$ cat src/rtl/ysyx_22050078_stbuf.sv
// In-order store buffer between the LSU and the data-memory write port.
// Queues masked stores, drains them oldest-first and flags loads that hit a pending store.
module ysyx_22050078_stbuf #(
  parameter int DEPTH = 4,
  parameter int AW    = 64,
  parameter int DW    = 64
) (
  input  logic                       clk,
  input  logic                       rst,
  input  logic                       i_st_valid,
  output logic                       o_st_ready,
  input  logic [AW-1:0]              i_st_addr,
  input  logic [DW-1:0]              i_st_data,
  input  logic [DW/8-1:0]            i_st_wmask,
  input  logic                       i_ld_valid,
  input  logic [AW-1:0]              i_ld_addr,
  output logic                       o_ld_stall,
  output logic                       o_mem_valid,
  input  logic                       i_mem_ready,
  output logic [AW-1:0]              o_mem_addr,
  output logic [DW-1:0]              o_mem_data,
  output logic [DW/8-1:0]            o_mem_wmask,
  output logic [$clog2(DEPTH):0]     o_count,
  output logic                       o_empty
);

  localparam int PW = $clog2(DEPTH);
  localparam int CW = PW + 1;
  localparam int MW = DW / 8;

  logic [AW-1:0] addr_q [DEPTH];
  logic [DW-1:0] data_q [DEPTH];
  logic [MW-1:0] mask_q [DEPTH];
  logic [PW-1:0] wr_ptr;
  logic [PW-1:0] rd_ptr;
  logic [CW-1:0] count;
  logic          push;
  logic          pop;
  logic          hit;
  logic          unused_ld_lo;

  // An index is live when it lies within count slots of the read pointer (mod DEPTH).
  function automatic logic slot_live(input logic [PW-1:0] idx,
                                     input logic [PW-1:0] rd,
                                     input logic [CW-1:0] cnt);
    logic [PW-1:0] offs;
    offs = idx - rd;
    return ({1'b0, offs} < cnt);
  endfunction

  assign o_st_ready  = !rst && (count != CW'(DEPTH));
  assign push        = i_st_valid && o_st_ready && (i_st_wmask != '0);
  assign o_mem_valid = (count != '0);
  assign pop         = o_mem_valid && i_mem_ready;
  assign o_mem_addr  = addr_q[rd_ptr];
  assign o_mem_data  = data_q[rd_ptr];
  assign o_mem_wmask = mask_q[rd_ptr];
  assign o_count     = count;
  assign o_empty     = (count == '0);

  always_ff @(posedge clk or posedge rst) begin
    if (rst) begin
      wr_ptr <= '0;
      rd_ptr <= '0;
      count  <= '0;
      for (int i = 0; i < DEPTH; i++) begin
        addr_q[i] <= '0;
        data_q[i] <= '0;
        mask_q[i] <= '0;
      end
    end else begin
      if (push) begin
        addr_q[wr_ptr] <= i_st_addr;
        data_q[wr_ptr] <= i_st_data;
        mask_q[wr_ptr] <= i_st_wmask;
        wr_ptr         <= wr_ptr + 1'b1;
      end
      if (pop) begin
        rd_ptr <= rd_ptr + 1'b1;
      end
      case ({push, pop})
        2'b10:   count <= count + 1'b1;
        2'b01:   count <= count - 1'b1;
        default: count <= count;
      endcase
    end
  end

  // Load conflict check at doubleword granularity against live entries and the incoming store.
  always_comb begin
    hit = 1'b0;
    for (int i = 0; i < DEPTH; i++) begin
      if (slot_live(PW'(i), rd_ptr, count) &&
          (addr_q[i][AW-1:3] == i_ld_addr[AW-1:3])) begin
        hit = 1'b1;
      end
    end
    if (push && (i_st_addr[AW-1:3] == i_ld_addr[AW-1:3])) begin
      hit = 1'b1;
    end
  end

  assign o_ld_stall   = i_ld_valid && hit;
  assign unused_ld_lo = ^i_ld_addr[2:0];

endmodule

$ cat config.mk
export PLATFORM = sky130hd
export DESIGN_NAME = ysyx_22050078_stbuf
export DESIGN_NICKNAME = d
export VERILOG_FILES = /design/src/rtl/ysyx_22050078_stbuf.sv
export SDC_FILE = /design/constraint.sdc
export NUM_CORES = 1
export LEC_CHECK = 0
export CELL_PAD_IN_SITES_DETAIL_PLACEMENT = 0
export CELL_PAD_IN_SITES_GLOBAL_PLACEMENT = 1
export CORE_ASPECT_RATIO = 0.75
export CORE_UTILIZATION = 47
export DETAILED_ROUTE_END_ITERATION = 8
export PLACE_DENSITY_LB_ADDON = 0.08
export SLEW_MARGIN = 20
export SYNTH_ARGS = -nofsm -noshare
export SYNTH_HDL_FRONTEND = slang
export SYNTH_SLANG_ARGS = --single-unit
$ cat constraint.sdc
create_clock -name clk -period 25 [get_ports clk]
set_clock_uncertainty 0.15 [all_clocks]
set_input_delay 3.75 -clock clk [delete_from_list [all_inputs] [get_ports clk]]
set_output_delay 3.75 -clock clk [all_outputs]
set_load 0.1 [all_outputs]
==> flow_metrics.env <==
export IMPL_ios=348
export IMPL_drc_errors=0
export IMPL_synthTopCellsByArea="dfrtp_1 49%, mux2_2 15%, mux4_2 11%"
export IMPL_initialDrtViolationCount=1353
export IMPL_routabilityCongestion=0.968
export IMPL_regArea_mm2=0.0138
export IMPL_synth_cells=1843
export IMPL_die_w_um=284
export IMPL_vias=16800
export IMPL_worstSetupPathType="in2out"
export IMPL_ctsHoldBuffers=0
export IMPL_relSlewSlack_pct=20.0
export IMPL_syn_avg_cell_area_um2=15.2
export IMPL_synth_distinct_cells=31
export IMPL_final_cells=2950
export IMPL_cts_max_level=2
export IMPL_synth_seq_cells=551
export IMPL_outcome="completed"
export IMPL_period_minus_slack_ns=12.01
export IMPL_holdCritStartpoint="mask_q[1]"
export IMPL_io_buffers=344
export IMPL_slew_viol_final=0
export IMPL_max_freq_mhz=83.3
export IMPL_grt_max_degree=198
export IMPL_synth_cell_area_mm2=0.0281
export IMPL_hold_path_class="reg2reg"
export IMPL_area_growth_pct=20.8
export IMPL_holdPathEnd="mask_q[1]"
export IMPL_grt_pass1_vias=17500
export IMPL_multiInputGateArea_mm2=0.0135
export IMPL_start_util_pct=47.7
export IMPL_cap_violations=0
export IMPL_syn_num_nets=2058
export IMPL_mostFrequentLayoutCell="dfrtp_1"
export IMPL_timing_rr_end="addr_q[86]"
export IMPL_ctsLongestPathBuffers=3
export IMPL_root_buffer="clkbuf_16"
export IMPL_r2r_slack_ns=21.09
export IMPL_tightest_slew_ns=1.19
export IMPL_worstPathRequired_ns=21.10
export IMPL_ys_seq_area_share_pct=49.1
export IMPL_cts_setup_buffers=0
export IMPL_finalHoldViolCount=0
export IMPL_fin_nets=2326
export IMPL_design_core_area_mm2=0.0590
export IMPL_cts_buffers=56
export IMPL_whs_path_depth=1
export IMPL_cp_arrival_ns=8.11
export IMPL_rsz0062_at_grt="false"
export IMPL_cp_max_fo=5
export IMPL_synth_top_area_share_pct=49.1
export IMPL_preCtsSetupSlack_ns=13.05
export IMPL_cts_tree="built"
export IMPL_cts_resized=0
export IMPL_via_per_inst=5.70
export IMPL_cts_sinks=551
export IMPL_post_route_period_util_pct=48.0
export IMPL_die_area_mm2=0.0608
export IMPL_row_count=77
export IMPL_r2r_cells=6
export IMPL_wl_per_cell_um=28.1
export IMPL_dr_pass1_iters=5
export IMPL_ant_nets=0
export IMPL_endpoint_kind="output pin"
export IMPL_cts_clk_slew_worst_paths_ns=0.06
export IMPL_track_usage_pct=27.4
export IMPL_tns_ns=0
export IMPL_antenna_found_initial=7
export IMPL_gr_total_overflow=0
export IMPL_timing_final_ws_setup_ns=12.99
export IMPL_dp_cells=2841
export IMPL_setup_viol=0
export IMPL_start_kind="input port"
export IMPL_fillers=4708
export IMPL_dpl_hpwl_mm=57.5
export IMPL_fp_dieH_um=214
export IMPL_synth_warnings=0
export IMPL_r2r_start="o_count[1]"
export IMPL_mostFrequentLayoutCells="549 x dfrtp_1, 384 x mux2_2, 344 x clkdlybuf4s50_1, 177 x xnor2_1, 160 x mux2_4"
export IMPL_synth_top_area_cell="dfrtp_1"
export IMPL_clk_insertion_delay_late_ns=0.60
export IMPL_wl_mm=83.0
export IMPL_grt_first_pass_wirelength_mm=121
export IMPL_drive_above_1_share_pct=37.1
-- stage by stage --
stage / instance area (µm²) / hold WS [ns] / utilization [%]
after global routing: 33900 / 0.357 / 57.5
final: 33900 / 0.350 / 57.6
after CTS: 33900 / 0.352 / 57.4
after global placement: 31900 / 0.332 / 54.1
after floorplan: 28100 / 0.324 / -
after detailed placement: 31900 / 0.338 / 54.1
-- state kept, by name, indices dropped and copies added (netlist names) --
register,cells
rd_ptr,2
data_q,256
wr_ptr,2
mask_q,32
addr_q,256
o_count,3
-- synthesized netlist by cell type (all sizes together) --
master / instances
a31oi: 1
nand3: 1
clkbuf: 59
nor3: 1
xor2: 135
buf: 91
ha: 9
dfrtp: 551
nor4: 47
nand4: 52
mux2: 544
mux4: 136
nand2: 9
a21oi: 4
nand2b: 1
and3: 1
and2: 1
or4: 1
or3: 1
xnor2: 177
o41a: 1
o2111ai: 1
nor2: 2
inv: 10
fa: 1
o21ai: 6
-- logic make-up (layout without fill, tap and decap cells) --
family / count (synthesis) / count (layout) / synth area share, %
multiplexers: 680 / 680 / 34.8
flip-flops: 551 / 551 / 49.1
XOR/XNOR: 312 / 312 / 9.73
buffers and inverters: 160 / 475 / 2.99
AND/OR/NAND/NOR: 117 / 117 / 2.61
AO/OA/AOI/OAI: 13 / 13 / 0.294
adder cells (fa/ha/maj): 10 / 10 / 0.472
other: 0 / 2 / 0
-- metal layers --
metal / wire length [µm] / vias up / global-route usage (%)
met5: 57 / - / 0
met4: 1430 / 10 / 5.56
met3: 7090 / 102 / 7.94
met2: 36000 / 488 / 39.5
met1: 38300 / 8980 / 40.9
li1: - / 7248 / -
-- worst max-delay path by stage --
| stage | startpoint | end | slack [ns] | cells past startpoint |
|---|---|---|---|---|
| final | i_ld_addr[5] | o_ld_stall | 12.99 | 9 |
| after global routing | i_ld_addr[5] | o_ld_stall | 12.70 | 9 |
| after CTS | i_ld_addr[5] | o_ld_stall | 13.05 | 9 |
| after detailed placement | i_ld_addr[5] | o_ld_stall | 13.05 | 9 |
| after global placement | i_ld_addr[5] | o_ld_stall | 13.08 | 9 |
| after floorplan | rst | addr_q[0] | 5.69 | 1 |
-- critical path: stages --
cell	delay, ns
clkdlybuf4s50_1	0.56
xnor2_1	0.85
nand4_1	0.35
nor4_1	0.50
nand4_1	0.17
or4_1	0.44
o21ai_0	0.11
o41a_1	0.21
clkdlybuf4s50_1	1.15
-- cell type report --
type                       count  share of cell area [%]
clock inverter                22                   0.811
clock buffer                  83                    4.96
antenna                        2                  0.0147
sequential                   551                    40.7
inverter                      10                   0.133
timing repair buffer         360                    10.7
tap                          790                    2.91
multi-input combinational   1132                    39.8
Power is not shown: default switching activity piles up to over one toggle a cycle in this logic, so the estimate is an artifact.
